$ cat src/rtl/i2c_slave_byte_ctrl.sv
// i2c_slave_byte_ctrl
// Byte-level I2C target controller. SCL/SDA are oversampled on Clk and turned
// into edge strobes. A single FSM handles the address phase, write bytes with
// ACK, read bytes with master ACK/NACK, and START/STOP/repeated START. SDA is
// only ever pulled low (open drain) through Sda_oe. All outputs are registered.

module i2c_slave_byte_ctrl #(
  parameter logic [6:0] SLAVE_ADDR  = 7'h50,
  parameter int         SYNC_STAGES = 2
) (
  input  logic       Clk,
  input  logic       Rst,
  input  logic       Scl_i,
  input  logic       Sda_i,
  output logic       Sda_oe,
  output logic [7:0] Rx_data,
  output logic       Rx_valid,
  input  logic [7:0] Tx_data,
  output logic       Tx_req,
  output logic       Addr_match,
  output logic       Rd_wr,
  output logic       Master_nack,
  output logic       Start_det,
  output logic       Stop_det,
  output logic       Busy
);

  // A single synchronizer flop is not safe against metastability.
  localparam int SYNC_N = (SYNC_STAGES < 2) ? 2 : SYNC_STAGES;

  typedef enum logic [3:0] {
    ST_IDLE      = 4'd0,
    ST_ADDR      = 4'd1,
    ST_ADDR_ACK  = 4'd2,
    ST_WR_DATA   = 4'd3,
    ST_WR_ACK    = 4'd4,
    ST_RD_DATA   = 4'd5,
    ST_RD_ACK    = 4'd6,
    ST_RD_LOAD   = 4'd7,
    ST_WAIT_STOP = 4'd8
  } state_e;

  // True when the received address byte selects this target (bit 0 is R/W).
  function automatic logic addr_hit(input logic [7:0] addr_byte);
    return (addr_byte[7:1] == SLAVE_ADDR);
  endfunction

  // ---------------------------------------------------------------------------
  // Input synchronizers and edge strobes
  // ---------------------------------------------------------------------------
  logic [SYNC_N-1:0] scl_sync_q, scl_sync_d;
  logic [SYNC_N-1:0] sda_sync_q, sda_sync_d;
  logic              scl_hist_q, scl_hist_d;
  logic              sda_hist_q, sda_hist_d;

  logic scl_s, sda_s;
  logic scl_rise_s, scl_fall_s, sda_rise_s, sda_fall_s;
  logic start_cond_s, stop_cond_s;

  // Next value of the synchronizer chains and the one-cycle history flops.
  always_comb begin
    scl_sync_d = {scl_sync_q[SYNC_N-2:0], Scl_i};
    sda_sync_d = {sda_sync_q[SYNC_N-2:0], Sda_i};
    scl_hist_d = scl_sync_q[SYNC_N-1];
    sda_hist_d = sda_sync_q[SYNC_N-1];
  end

  // Synchronizer registers; reset to the idle-bus level so leaving reset never
  // fabricates an edge on a quiet bus.
  always_ff @(posedge Clk) begin
    if (Rst) begin
      scl_sync_q <= {SYNC_N{1'b1}};
      sda_sync_q <= {SYNC_N{1'b1}};
      scl_hist_q <= 1'b1;
      sda_hist_q <= 1'b1;
    end else begin
      scl_sync_q <= scl_sync_d;
      sda_sync_q <= sda_sync_d;
      scl_hist_q <= scl_hist_d;
      sda_hist_q <= sda_hist_d;
    end
  end

  assign scl_s        = scl_sync_q[SYNC_N-1];
  assign sda_s        = sda_sync_q[SYNC_N-1];
  assign scl_rise_s   = scl_s & ~scl_hist_q;
  assign scl_fall_s   = ~scl_s & scl_hist_q;
  assign sda_rise_s   = sda_s & ~sda_hist_q;
  assign sda_fall_s   = ~sda_s & sda_hist_q;
  // SDA may only move while SCL is high to signal bus conditions.
  assign start_cond_s = sda_fall_s & scl_s;
  assign stop_cond_s  = sda_rise_s & scl_s;

  // ---------------------------------------------------------------------------
  // Protocol FSM and datapath
  // ---------------------------------------------------------------------------
  state_e      state_q, state_d;
  logic [2:0]  bit_cnt_q, bit_cnt_d;
  logic [7:0]  shift_q, shift_d;
  logic        sda_oe_q, sda_oe_d;
  logic [7:0]  rx_data_q, rx_data_d;
  logic        rd_wr_q, rd_wr_d;
  logic        busy_q, busy_d;
  logic        rx_valid_q, rx_valid_d;
  logic        tx_req_q, tx_req_d;
  logic        addr_match_q, addr_match_d;
  logic        master_nack_q, master_nack_d;
  logic        start_det_q, start_det_d;
  logic        stop_det_q, stop_det_d;
  logic [7:0]  rx_byte_s;

  // Byte as it stands once the bit sampled on this scl_rise is shifted in.
  assign rx_byte_s = {shift_q[6:0], sda_s};

  // Next-state and output logic; bus conditions override all bit-level work.
  always_comb begin
    state_d       = state_q;
    bit_cnt_d     = bit_cnt_q;
    shift_d       = shift_q;
    sda_oe_d      = sda_oe_q;
    rx_data_d     = rx_data_q;
    rd_wr_d       = rd_wr_q;
    busy_d        = busy_q;
    rx_valid_d    = 1'b0;
    tx_req_d      = 1'b0;
    addr_match_d  = 1'b0;
    master_nack_d = 1'b0;
    start_det_d   = 1'b0;
    stop_det_d    = 1'b0;

    if (start_cond_s) begin
      start_det_d = 1'b1;
      busy_d      = 1'b1;
      sda_oe_d    = 1'b0;
      bit_cnt_d   = 3'd0;
      state_d     = ST_ADDR;
    end else if (stop_cond_s) begin
      // Any partially shifted byte is simply dropped.
      stop_det_d = 1'b1;
      busy_d     = 1'b0;
      sda_oe_d   = 1'b0;
      bit_cnt_d  = 3'd0;
      state_d    = ST_IDLE;
    end else begin
      case (state_q)
        ST_IDLE: begin
          sda_oe_d = 1'b0;
        end

        ST_ADDR: begin
          if (scl_rise_s) begin
            shift_d   = rx_byte_s;
            bit_cnt_d = bit_cnt_q + 3'd1;
            if (bit_cnt_q == 3'd7) begin
              if (addr_hit(rx_byte_s)) begin
                addr_match_d = 1'b1;
                rd_wr_d      = rx_byte_s[0];
                state_d      = ST_ADDR_ACK;
              end else begin
                state_d = ST_WAIT_STOP;
              end
            end else begin
              state_d = ST_ADDR;
            end
          end else begin
            state_d = ST_ADDR;
          end
        end

        // Sda_oe doubles as the phase flag: low = before the ACK slot,
        // high = inside the ACK slot.
        ST_ADDR_ACK: begin
          if (scl_fall_s) begin
            if (!sda_oe_q) begin
              sda_oe_d = 1'b1;
            end else if (rd_wr_q) begin
              shift_d   = Tx_data;
              sda_oe_d  = ~Tx_data[7];
              bit_cnt_d = 3'd0;
              state_d   = ST_RD_DATA;
            end else begin
              sda_oe_d  = 1'b0;
              bit_cnt_d = 3'd0;
              state_d   = ST_WR_DATA;
            end
          end else if (scl_rise_s) begin
            if (sda_oe_q && rd_wr_q) begin
              tx_req_d = 1'b1;
            end else begin
              tx_req_d = 1'b0;
            end
          end else begin
            state_d = ST_ADDR_ACK;
          end
        end

        ST_WR_DATA: begin
          if (scl_rise_s) begin
            shift_d   = rx_byte_s;
            bit_cnt_d = bit_cnt_q + 3'd1;
            if (bit_cnt_q == 3'd7) begin
              rx_data_d  = rx_byte_s;
              rx_valid_d = 1'b1;
              state_d    = ST_WR_ACK;
            end else begin
              state_d = ST_WR_DATA;
            end
          end else begin
            state_d = ST_WR_DATA;
          end
        end

        // Writes are always acknowledged; same Sda_oe phase trick as above.
        ST_WR_ACK: begin
          if (scl_fall_s) begin
            if (!sda_oe_q) begin
              sda_oe_d = 1'b1;
            end else begin
              sda_oe_d  = 1'b0;
              bit_cnt_d = 3'd0;
              state_d   = ST_WR_DATA;
            end
          end else begin
            state_d = ST_WR_ACK;
          end
        end

        // bit_cnt counts bits already driven; bit 7 went out on entry.
        ST_RD_DATA: begin
          if (scl_fall_s) begin
            if (bit_cnt_q == 3'd7) begin
              sda_oe_d  = 1'b0;
              bit_cnt_d = 3'd0;
              state_d   = ST_RD_ACK;
            end else begin
              shift_d   = {shift_q[6:0], 1'b0};
              sda_oe_d  = ~shift_q[6];
              bit_cnt_d = bit_cnt_q + 3'd1;
            end
          end else begin
            state_d = ST_RD_DATA;
          end
        end

        ST_RD_ACK: begin
          if (scl_rise_s) begin
            if (!sda_s) begin
              tx_req_d = 1'b1;
              state_d  = ST_RD_LOAD;
            end else begin
              master_nack_d = 1'b1;
              sda_oe_d      = 1'b0;
              state_d       = ST_WAIT_STOP;
            end
          end else begin
            state_d = ST_RD_ACK;
          end
        end

        // Host has had half an SCL period since Tx_req to present Tx_data.
        ST_RD_LOAD: begin
          if (scl_fall_s) begin
            shift_d   = Tx_data;
            sda_oe_d  = ~Tx_data[7];
            bit_cnt_d = 3'd0;
            state_d   = ST_RD_DATA;
          end else begin
            state_d = ST_RD_LOAD;
          end
        end

        ST_WAIT_STOP: begin
          sda_oe_d = 1'b0;
        end

        default: begin
          sda_oe_d  = 1'b0;
          bit_cnt_d = 3'd0;
          state_d   = ST_IDLE;
        end
      endcase
    end
  end

  // State, datapath and registered output flops.
  always_ff @(posedge Clk) begin
    if (Rst) begin
      state_q       <= ST_IDLE;
      bit_cnt_q     <= 3'd0;
      shift_q       <= 8'h00;
      sda_oe_q      <= 1'b0;
      rx_data_q     <= 8'h00;
      rd_wr_q       <= 1'b0;
      busy_q        <= 1'b0;
      rx_valid_q    <= 1'b0;
      tx_req_q      <= 1'b0;
      addr_match_q  <= 1'b0;
      master_nack_q <= 1'b0;
      start_det_q   <= 1'b0;
      stop_det_q    <= 1'b0;
    end else begin
      state_q       <= state_d;
      bit_cnt_q     <= bit_cnt_d;
      shift_q       <= shift_d;
      sda_oe_q      <= sda_oe_d;
      rx_data_q     <= rx_data_d;
      rd_wr_q       <= rd_wr_d;
      busy_q        <= busy_d;
      rx_valid_q    <= rx_valid_d;
      tx_req_q      <= tx_req_d;
      addr_match_q  <= addr_match_d;
      master_nack_q <= master_nack_d;
      start_det_q   <= start_det_d;
      stop_det_q    <= stop_det_d;
    end
  end

  assign Sda_oe      = sda_oe_q;
  assign Rx_data     = rx_data_q;
  assign Rx_valid    = rx_valid_q;
  assign Tx_req      = tx_req_q;
  assign Addr_match  = addr_match_q;
  assign Rd_wr       = rd_wr_q;
  assign Master_nack = master_nack_q;
  assign Start_det   = start_det_q;
  assign Stop_det    = stop_det_q;
  assign Busy        = busy_q;

endmodule

$ cat config.mk
export PLATFORM = sky130hd
export DESIGN_NAME = i2c_slave_byte_ctrl
export DESIGN_NICKNAME = d
export VERILOG_FILES = /design/src/rtl/i2c_slave_byte_ctrl.sv
export SDC_FILE = /design/constraint.sdc
export NUM_CORES = 1
export LEC_CHECK = 0
export CAP_MARGIN = 20
export CORE_MARGIN = 3
export CORE_UTILIZATION = 49
export DETAILED_ROUTE_END_ITERATION = 8
export GPL_TIMING_DRIVEN = 0
export PLACE_DENSITY = 0.73
export REMOVE_ABC_BUFFERS = 1
export SETUP_SLACK_MARGIN = 0.4
export SYNTH_ARGS = -nofsm -noshare
export SYNTH_HDL_FRONTEND = slang
export SYNTH_SLANG_ARGS = --single-unit
$ cat constraint.sdc
create_clock -name Clk -period 2.1 [get_ports Clk]
set_input_delay 0.63 -clock Clk [delete_from_list [all_inputs] [get_ports Clk]]
set_output_delay 0.63 -clock Clk [all_outputs]
set_load 0.1 [all_outputs]
### After elaboration in Yosys (flattened, before gate mapping)

Index checks and enable logic that the tools add are counted.

* bitwise logic cells: 22
* $add $sub $neg: 1
* muxes and demuxes: 58
* reductions and logical operators: 20
* equality and inequality tests: 31

Operator list (number)
* $mux W4: 13
* $mux W7: 7
* $pmux W4 S8: 1
* $pmux W7 S4: 1
* $mux W1: 24
* $mux W3: 8
* $ne A5 B5 Y1 const B: 4
* $ne A2 B2 Y1 const B: 9
* $eq A4 B3 Y1 const B: 4
* $not A1 Y1: 16
* $pmux W3 S5: 1
* $reduce_and A5 Y1: 3
* $ne A3 B3 Y1 const B: 4
* $reduce_and A6 Y1: 2
* $reduce_and A10 Y1: 1
* $reduce_or A5 Y1: 2
* $eq A4 B2 Y1 const B: 2
* $reduce_or A2 Y1: 4
* $eq A7 B7 Y1 const B: 1
* $reduce_and A7 Y1: 1
* $and A1 B1 Y1: 6
* $ne A2 B1 Y1 const B: 3
* $pmux W1 S6: 1
* $reduce_or A3 Y1: 2
* 12 further kinds: 12

* output and inout port bits: 17
* bits of input ports: 12
* bits in registers: 37

### Depth between registers and ports, before layout

Gate-level depths: netlist of run 1.

* word-level depth: 7
* mapped depth: 8

### Worst setup path before layout of run 1

No wires, ideal clock.

* path type: flip-flop to flip-flop
* start: register sda_oe_q (netlist: Sda_oe)
* end: register bit_cnt_q[2]
* path slack: -0.048 ns
* required time: 2.029 ns
* clock period less this slack: 2.148 ns
* stages on the path, launching flop included: 5
* setup time: 0.071 ns
* arrival time: 2.077 ns
* buffers on the path: 0
* cell sequence: dfxtp_1 -> a31oi_1 -> or3_4 -> or3_1 -> a21oi_1

* longest elaborated chain between the ends: 2

Ends and longest elaborated chain
* from (decl): line 100 `logic sda_oe_q, sda_oe_d;`
* from (signal assigned): line 305 `sda_oe_q <= sda_oe_d;`
* $ne A2 B1 Y1 (no line)
* $reduce_and A6 Y1 (no line)
* to (signal assigned): line 303 `bit_cnt_q <= bit_cnt_d;`
* to (decl): line 98 `logic [2:0] bit_cnt_q, bit_cnt_d;`

Every way passes these cells.
A chain may end at the register's enable or synchronous reset.

### Final worst setup path of run 1

* start: register scl_sync_q[1]
* end: register bit_cnt_q[2]

* longest elaborated chain between the ends: 4
* elaborated cells between the ends (all ways): 11
* those cells by class: 4 x eq/ne; 5 x bitwise; 2 x reduce/logical

Ends and longest elaborated chain
* from (decl): line 51 `logic [SYNC_N-1:0] scl_sync_q, scl_sync_d;`
* from (signal assigned): line 72 `scl_sync_q <= {SYNC_N{1'b1}};`
* from (signal assigned): line 77 `scl_sync_q <= scl_sync_d;`
* $not A1 Y1: line 87 `assign scl_fall_s = ~scl_s & scl_hist_q;`
* $and A1 B1 Y1: line 87
* $ne A2 B2 Y1 (no line) or $ne A2 B1 Y1 (tied branches)
* $reduce_and A6 Y1 (no line)

Parallel ways exist; a longest one is shown, timed or not.

==> metrics.txt, run 1 <==
# TYPE chip_impl_metric gauge
chip_impl_info{name="status",value="finished, final reports clean"} 1
chip_impl_metric{name="antenna-diode-count",unit=""} 0
chip_impl_metric{name="placement.io_buffers",unit=""} 28
chip_impl_metric{name="drt_pre_antenna_iters",unit=""} 5
chip_impl_metric{name="final.setup.worst_slack",unit="ns"} 0.3587
chip_impl_metric{name="dpl.cell_count",unit=""} 284
chip_impl_metric{name="chipWidth",unit="microns"} 68.89
chip_impl_metric{name="detail_route.vias_per_cell",unit=""} 6.037
chip_impl_metric{name="layoutNonFillerInstCount",unit=""} 322
chip_impl_metric{name="count_of_flip_flops_with_a_built_in_enable_after_synthesis",unit=""} 0
chip_impl_metric{name="route.vias.total",unit=""} 1944
chip_impl_metric{name="internal_power",unit="mW"} 1.241
chip_impl_metric{name="wl_met1",unit="mm"} 2.347
chip_impl_metric{name="pwr_density_cell",unit="nW/um^2"} 643.9
chip_impl_metric{name="grt_max_degree",unit=""} 28
chip_impl_info{name="top_layer",value="met4"} 1
chip_impl_metric{name="tritoncts.num_buffers",unit=""} 5
chip_impl_metric{name="initial_core_util",unit="%"} 51.77
chip_impl_metric{name="pin_count",unit=""} 29
chip_impl_info{name="synth_top_flop_cell",value="sky130_fd_sc_hd__dfxtp_1"} 1
chip_impl_info{name="crit_top_cell",value="sky130_fd_sc_hd__or3_4"} 1
chip_impl_metric{name="maxCapViolCount",unit=""} 0
chip_impl_metric{name="vdd.ir_drop.worst",unit="mV"} 0.4787
chip_impl_metric{name="met3WireLength",unit="microns"} 364
chip_impl_metric{name="cellLeakagePower",unit="nW"} 0.9955
chip_impl_metric{name="initial_antenna_violation_count",unit=""} 0
chip_impl_metric{name="share_of_final_layout_standard_cells_stronger_than_drive_strength_1",unit="%"} 37.23
chip_impl_metric{name="worst_clock_skew",unit="ns"} 0.008198
chip_impl_metric{name="layout-area-overhead-vs-synth",unit="%"} 39.38
chip_impl_metric{name="drt-wirelength-per-cell",unit="microns"} 17.44
chip_impl_metric{name="postSynthAreaPerCell",unit="sq um"} 8.538
chip_impl_info{name="worstSetupEndpointType",value="register"} 1
chip_impl_metric{name="synth_compound_area_share",unit="%"} 18.72
chip_impl_metric{name="clockPowerShare",unit="%"} 35.6
chip_impl_metric{name="synth_seq_area_share",unit="%"} 38.22
chip_impl_metric{name="die_y",unit="microns"} 68.89
chip_impl_metric{name="floorplan.die_area",unit="sq um"} 4746
chip_impl_info{name="startpoint_type",value="register"} 1
chip_impl_metric{name="synth_cell_type_count",unit=""} 52
chip_impl_info{name="largest_family_of_logic_cells_by_synthesized_area",value="simple AND/OR/NAND/NOR gates"} 1
chip_impl_metric{name="wirelength",unit="mm"} 5.616
chip_impl_metric{name="cts.sink_count",unit=""} 37
chip_impl_info{name="critical-path-top-delay-family",value="simple AND/OR/NAND/NOR gates"} 1
chip_impl_metric{name="pwr-share-seq",unit="%"} 44.5
chip_impl_info{name="grt_setup_unrepaired",value="true"} 1
chip_impl_metric{name="critPathMaxStageDelay",unit="ns"} 0.41
chip_impl_metric{name="multi_input_area",unit="sq um"} 1247
chip_impl_metric{name="clk_path_buf_depth",unit=""} 2
chip_impl_metric{name="crit_required",unit="ns"} 2.33
chip_impl_metric{name="fillers",unit=""} 307
chip_impl_metric{name="worst_max_slew_pin_slew",unit="ns"} 0.4811
chip_impl_info{name="cpMaxStageDelayCell",value="sky130_fd_sc_hd__or3_4"} 1
chip_impl_metric{name="clock_latency",unit="ns"} 0.29
chip_impl_metric{name="synth.ff_latch_count",unit=""} 37
chip_impl_metric{name="finalCriticalPeriod",unit="ns"} 1.741
chip_impl_metric{name="finalHoldViolCount",unit=""} 0
chip_impl_metric{name="power.switching",unit="mW"} 0.4979
chip_impl_info{name="cts.root.buffer_cell",value="sky130_fd_sc_hd__clkbuf_8"} 1
chip_impl_metric{name="final_nets",unit=""} 287
chip_impl_metric{name="synthMuxAreaShare",unit="%"} 5.746
chip_impl_metric{name="syn_inst",unit=""} 227
chip_impl_metric{name="vias_in_the_first_global_route",unit=""} 1757
chip_impl_metric{name="clk_pin_slew_worst_paths",unit="ns"} 0.08
chip_impl_metric{name="power.share.combinational",unit="%"} 19.9
chip_impl_metric{name="dp.final_hpwl",unit="mm"} 3.019
chip_impl_info{name="crit_chain",value="and2b_4, a31oi_4, or3_4, or3_4, a21oi_2"} 1
chip_impl_metric{name="share_of_flip_flops_with_an_asynchronous_set_or_reset_after_synthesis",unit="%"} 0
chip_impl_metric{name="critical_path.n_buffers_inverters",unit=""} 0
chip_impl_metric{name="first_pass_grt_wire_length",unit="mm"} 8.383
chip_impl_metric{name="synth.yosys.warnings",unit=""} 0
chip_impl_metric{name="grt_use_total",unit="%"} 23.79
chip_impl_metric{name="ant_nets",unit=""} 0
chip_impl_metric{name="cts_max_level",unit=""} 2
chip_impl_metric{name="grt_ovf",unit=""} 0
chip_impl_metric{name="setup-violations-final",unit=""} 0
chip_impl_metric{name="max-slew-margin-rel",unit="%"} 67.93
chip_impl_metric{name="syn_area",unit="sq um"} 1938
chip_impl_metric{name="floorplan.rows",unit=""} 22
chip_impl_metric{name="detailedPlace.worstSlack",unit="ns"} -0.6739
chip_impl_metric{name="ff_latch_area",unit="sq um"} 768.2
chip_impl_metric{name="timing_max_transition_violations_final",unit=""} 0
chip_impl_metric{name="holdWs",unit="ns"} 0.4181
chip_impl_info{name="hp-class",value="reg2reg"} 1
chip_impl_info{name="tritoncts",value="built"} 1
chip_impl_metric{name="initialDrtViolationCount",unit=""} 252
chip_impl_metric{name="fmax",unit="MHz"} 574.3
chip_impl_metric{name="yosys.area_share.xor_xnor",unit="%"} 0.9038
chip_impl_metric{name="cp_data_arrival_time",unit="ns"} 1.97
chip_impl_metric{name="yosys.area_share.simple",unit="%"} 28.79
chip_impl_info{name="timing.setup.critical_path_class",value="reg2reg"} 1
chip_impl_metric{name="floorplan.core_area",unit="sq um"} 3744
chip_impl_metric{name="min_period_over_period",unit="%"} 82.92
chip_impl_metric{name="timing.setup.tns",unit="ns"} 0
chip_impl_metric{name="drc",unit=""} 0
chip_impl_metric{name="switching_share",unit="%"} 28.63
chip_impl_metric{name="met2WireLength",unit="mm"} 2.727
chip_impl_metric{name="synthAdderAreaFrac",unit="%"} 1.291
chip_impl_metric{name="gp_congestion",unit=""} 0.8657
chip_impl_info{name="layout.cells.most_common_list",value="sky130_fd_sc_hd__dfxtp_1, sky130_fd_sc_hd__buf_4, sky130_fd_sc_hd__nor2_1"} 1
chip_impl_metric{name="cp_max_fo",unit=""} 6
==> cells by family after synthesis <==
kind of cell	Yosys count
XOR/XNOR	2
flip-flops	37
adder cells (fa/ha/maj)	2
buffers and inverters	25
AND/OR/NAND/NOR	100
AO/OA/AOI/OAI	50
multiplexers	11
==> final timing paths <==
kind                                    start            end  slack (ns)  cells after the start
worst max-delay path            scl_sync_q[1]   bit_cnt_q[2]        0.36                      5
worst min-delay path            scl_sync_q[0]  scl_sync_q[1]        0.42                      1
worst max register to register  scl_sync_q[1]   bit_cnt_q[2]        0.36                      5
worst min register to register  scl_sync_q[0]  scl_sync_q[1]        0.42                      1
==> per-layer routing <==
metal / track usage (%) / vias to the layer above
li1: - / 914
met1: 29.59 / 923
met2: 39.64 / 87
met3: 5.024 / 20
met4: 9.976 / 0
met5: 0 / -
==> repair_timing <==
item	4_1_cts	5_1_grt
buffers inserted	17	13
gates resized for setup	128	29
pin swaps	6	14
setup endpoints to repair	52	30
hold buffers	0	0
==> stage by stage <==
stage	power [mW]	utilization, %	cell area [sq um]
6_report	1.739	72.16	2701
3_5_place_dp	1.035	58.19	2178
2_1_floorplan	0.9528	-	1838
4_1_cts	1.689	66.08	2474
5_1_grt	1.806	72.16	2701
3_3_place_gp	1.031	58.19	2178
==> area by class of cell <==
type / instances / area share (%)
clock buffer: 6 / 2.686
clock inverter: 2 / 1.436
inverter: 6 / 0.8337
multi-input combinational: 165 / 46.18
sequential: 37 / 28.44
tap: 48 / 2.223
timing repair buffer: 58 / 18.20
==> sequential cells by signal, summed over array words and instances, names as in the netlist, 2 cells and up <==
| register | cells |
|---|---|
| state_q | 4 |
| shift_q | 7 |
| sda_sync_q | 2 |
| Rx_data | 8 |
| bit_cnt_q | 3 |
| scl_sync_q | 2 |
==> synthesized netlist by cell type, types with 2 or more instances <==
library cell	instances	area share [%]
sky130_fd_sc_hd__a32oi_1	2	0.90
sky130_fd_sc_hd__clkbuf_1	9	1.7
sky130_fd_sc_hd__nor2_1	27	5.2
sky130_fd_sc_hd__o211ai_1	2	0.77
sky130_fd_sc_hd__nor3_1	7	1.8
sky130_fd_sc_hd__or2_2	7	2.3
sky130_fd_sc_hd__nor3b_1	6	2.3
sky130_fd_sc_hd__nor2b_1	3	0.97
sky130_fd_sc_hd__nand3_1	8	2.1
sky130_fd_sc_hd__or3_1	3	0.97
sky130_fd_sc_hd__a211oi_1	6	2.3
sky130_fd_sc_hd__ha_1	2	1.3
sky130_fd_sc_hd__mux2i_1	10	5.2
sky130_fd_sc_hd__inv_1	6	1.2
sky130_fd_sc_hd__buf_6	2	1.2
sky130_fd_sc_hd__nand2_1	16	3.1
sky130_fd_sc_hd__nor4_1	5	1.6
sky130_fd_sc_hd__buf_2	5	1.3
sky130_fd_sc_hd__a21oi_1	9	2.3
sky130_fd_sc_hd__buf_4	2	0.77
sky130_fd_sc_hd__a31oi_1	3	0.97
sky130_fd_sc_hd__nand2b_1	5	1.6
sky130_fd_sc_hd__a311oi_1	9	4.1
sky130_fd_sc_hd__o21ai_0	6	1.5
sky130_fd_sc_hd__dfxtp_1	37	38
sky130_fd_sc_hd__o31ai_1	4	1.5
==> power groups by stage <==
stage          sequential [mW]  combinational, mW  clock, mW
2_1_floorplan            0.810              0.143          0
3_3_place_gp             0.795              0.236          0
3_5_place_dp             0.795              0.240          0
4_1_cts                  0.776              0.287      0.626
5_1_grt                  0.779              0.368      0.659
6_report                 0.774              0.345      0.620
Power figures use the tool's default switching activity.
==> run 2, diff against run 1 <==
CORE_UTILIZATION = 48   (was 49)
PLACE_DENSITY = 0.75   (was 0.73)
clock period = 1.6 ns   (was 2.1 ns; I/O delays follow)
==> metrics.txt, run 2 (synthesized netlist as in run 1, its figures left out) <==
# TYPE chip_impl_metric gauge
chip_impl_metric{name="floorplan.die_area",unit="sq um"} 4837
chip_impl_metric{name="power.switching",unit="mW"} 0.7195
chip_impl_metric{name="initialDrtViolationCount",unit=""} 295
chip_impl_metric{name="grt_max_degree",unit=""} 28
chip_impl_info{name="hp-start",value="sda_sync_q[0]"} 1
chip_impl_metric{name="power.share.combinational",unit="%"} 23.7
chip_impl_metric{name="initial_antenna_violation_count",unit=""} 0
chip_impl_info{name="timing.setup.critical_path_class",value="reg2reg"} 1
chip_impl_metric{name="setup-violations-final",unit=""} 23
chip_impl_metric{name="placement.io_buffers",unit=""} 28
chip_impl_metric{name="fillers",unit=""} 188
chip_impl_info{name="ff_to_ff_start",value="bit_cnt_q[1]"} 1
chip_impl_metric{name="clk_pin_slew_worst_paths",unit="ns"} 0.08
chip_impl_metric{name="drt-wirelength-per-cell",unit="microns"} 20.89
chip_impl_metric{name="chipWidth",unit="microns"} 69.55
chip_impl_metric{name="cts_max_level",unit=""} 2
chip_impl_metric{name="r2r_cells",unit=""} 7
chip_impl_metric{name="fmax",unit="MHz"} 560.2
chip_impl_metric{name="detail_route.vias_per_cell",unit=""} 6.277
chip_impl_metric{name="design_area",unit="sq um"} 3174
chip_impl_info{name="grt_setup_unrepaired",value="true"} 1
chip_impl_metric{name="grt_use_total",unit="%"} 25.60
chip_impl_metric{name="grt_ovf",unit=""} 0
chip_impl_metric{name="tritoncts.num_buffers",unit=""} 5
chip_impl_metric{name="switching_share",unit="%"} 29.95
chip_impl_metric{name="critPathMaxStageDelay",unit="ns"} 0.36
chip_impl_metric{name="antenna-diode-count",unit=""} 0
chip_impl_info{name="layout_commonest_cell",value="sky130_fd_sc_hd__buf_4"} 1
chip_impl_metric{name="worst_max_slew_pin_slew",unit="ns"} 0.5463
chip_impl_metric{name="internal_power",unit="mW"} 1.683
chip_impl_metric{name="maxCapViolCount",unit=""} 0
chip_impl_metric{name="worst_clock_skew",unit="ns"} 0.01169
chip_impl_metric{name="dpl-instance-area",unit="sq um"} 2178
chip_impl_metric{name="share_of_final_layout_standard_cells_stronger_than_drive_strength_1",unit="%"} 50.35
chip_impl_metric{name="dp.final_hpwl",unit="mm"} 2.990
chip_impl_metric{name="cellLeakagePower",unit="nW"} 1.162
chip_impl_info{name="reg2reg_to",value="state_q[0]"} 1
chip_impl_metric{name="holdPathStages",unit=""} 1
chip_impl_metric{name="holdWs",unit="ns"} 0.4134
chip_impl_info{name="violated_checks",value="setup timing"} 1
chip_impl_metric{name="cp_data_arrival_time",unit="ns"} 1.97
chip_impl_metric{name="first_pass_grt_wire_length",unit="mm"} 9.998
chip_impl_metric{name="initial_core_util",unit="%"} 51.39
chip_impl_metric{name="layout-area-overhead-vs-synth",unit="%"} 63.78
chip_impl_metric{name="regToRegSetupSlack",unit="ns"} -0.19
chip_impl_metric{name="route.vias.total",unit=""} 2109
chip_impl_metric{name="clock_latency",unit="ns"} 0.30
chip_impl_info{name="status",value="finished with violations"} 1
chip_impl_metric{name="flip_flop_count_of_the_largest_register_all_copies_and_words_added",unit=""} 8
chip_impl_metric{name="vdd.ir_drop.worst",unit="mV"} 0.5994
chip_impl_metric{name="floorplan.rows",unit=""} 22
chip_impl_metric{name="clk_path_buf_depth",unit=""} 2
chip_impl_metric{name="min_period_over_period",unit="%"} 111.6
chip_impl_metric{name="crit_required",unit="ns"} 1.78
chip_impl_metric{name="wirelength",unit="mm"} 7.019
chip_impl_metric{name="vias_in_the_first_global_route",unit=""} 2046
chip_impl_metric{name="cts.sink_count",unit=""} 37
chip_impl_metric{name="final_nets",unit=""} 301
chip_impl_metric{name="cp_max_fo",unit=""} 5
chip_impl_metric{name="clockPowerShare",unit="%"} 34.1
chip_impl_metric{name="drt_pre_antenna_iters",unit=""} 4
chip_impl_metric{name="pwr-share-seq",unit="%"} 42.3
chip_impl_metric{name="floorplan.core_area",unit="sq um"} 3771
chip_impl_info{name="hp-class",value="reg2reg"} 1
chip_impl_metric{name="timing_max_transition_violations_final",unit=""} 0
chip_impl_info{name="layout.cells.most_common_list",value="sky130_fd_sc_hd__buf_4, sky130_fd_sc_hd__nor2_1, sky130_fd_sc_hd__buf_12"} 1
chip_impl_metric{name="ant_nets",unit=""} 0
chip_impl_metric{name="die_y",unit="microns"} 69.55
chip_impl_metric{name="max-slew-margin-rel",unit="%"} 63.30
chip_impl_info{name="startpoint_type",value="register"} 1
chip_impl_info{name="worstSetupEndpointType",value="register"} 1
chip_impl_metric{name="pwr_density_cell",unit="nW/um^2"} 756.7
chip_impl_info{name="min_to",value="sda_sync_q[1]"} 1
chip_impl_metric{name="pin_count",unit=""} 29
chip_impl_info{name="crit_top_cell",value="sky130_fd_sc_hd__ha_4"} 1
chip_impl_metric{name="final.setup.worst_slack",unit="ns"} -0.1851
chip_impl_metric{name="gp_congestion",unit=""} 0.9315
chip_impl_metric{name="drc",unit=""} 0
chip_impl_info{name="cpMaxStageDelayCell",value="sky130_fd_sc_hd__dfxtp_2"} 1
chip_impl_info{name="tritoncts",value="built"} 1
chip_impl_info{name="crit_chain",value="ha_4, ha_4, mux2i_1, a32o_2, a22oi_2, nor2_1, a311oi_1"} 1
chip_impl_metric{name="finalCriticalPeriod",unit="ns"} 1.785
chip_impl_metric{name="finalHoldViolCount",unit=""} 0
chip_impl_info{name="cts.root.buffer_cell",value="sky130_fd_sc_hd__clkbuf_8"} 1
==> run 2: changes by cell type in the layout (fill, tap and decap cells not counted), sizes merged <==
cell	before	now
buf	40	61
clkbuf	14	7
==> run 2: power groups by stage <==
stage	Clock (mW)	Sequential, mW	Combinational [mW]
after floorplan	0	1.06	0.188
after global placement	0	1.04	0.309
after detailed placement	0	1.04	0.312
after CTS	0.817	1.01	0.482
after global routing	0.873	1.02	0.598
final	0.818	1.02	0.568
==> run 2: metrics by stage <==
stage          setup slack (ns)  setup TNS, ns  cells  total power [mW]  util [%]
2_1_floorplan           -0.5738         -10.50    208             1.251         -
3_3_place_gp             -1.098         -33.49    284             1.353     57.76
3_5_place_dp             -1.159         -34.31    284             1.356     57.76
4_1_cts                -0.09329         -1.354    330             2.308     79.66
5_1_grt                 -0.2509         -3.690    336             2.490     84.17
6_report                -0.1851         -2.348    336             2.402     84.17
==> run 2: critical path: cells and delay by family (launching register included) <==
kind | cells | cell delay [ns]
AO/OA/AOI/OAI | 3 | 0.82
adder cells (fa/ha/maj) | 2 | 0.31
flip-flops | 1 | 0.36
multiplexers | 1 | 0.09
AND/OR/NAND/NOR | 1 | 0.10
==> run 2: area by class of cell <==
cell class | count | area (sq um) | area share, %
sequential | 37 | 792.0 | 24.95
tap | 48 | 60.06 | 1.892
inverter | 6 | 22.52 | 0.7095
clock buffer | 6 | 72.57 | 2.286
clock inverter | 2 | 38.79 | 1.222
timing repair buffer | 72 | 843.3 | 26.57
multi-input combinational | 165 | 1345 | 42.37
==> run 2: what timing repair did <==
| item | CTS | global route |
|---|---|---|
| resized for setup | 231 | 28 |
| setup endpoints to repair | 54 | 45 |
| hold buffers | 0 | 0 |
| pin swaps | 32 | 16 |
| buffers inserted | 38 | 6 |
| endpoints found under the hold margin | 0 | 0 |
==> run 2: how the worst max path moves through the flow <==
stage / from / end / slack, ns / depth (start not counted)
after floorplan: Sda_oe / shift_q[1] / -0.57 / 4
after global placement: state_q[0] / shift_q[5] / -1.10 / 5
after detailed placement: state_q[0] / shift_q[1] / -1.16 / 5
after CTS: bit_cnt_q[1] / state_q[1] / -0.09 / 7
after global routing: bit_cnt_q[1] / state_q[0] / -0.25 / 7
final: bit_cnt_q[1] / state_q[0] / -0.19 / 7
==> run 2: per-layer routing <==
layer / global-route usage, % / wire length, microns
met5: 0 / 0
met4: 11.93 / 403
met3: 6.087 / 592
met2: 41.53 / 3342
met1: 31.87 / 2681
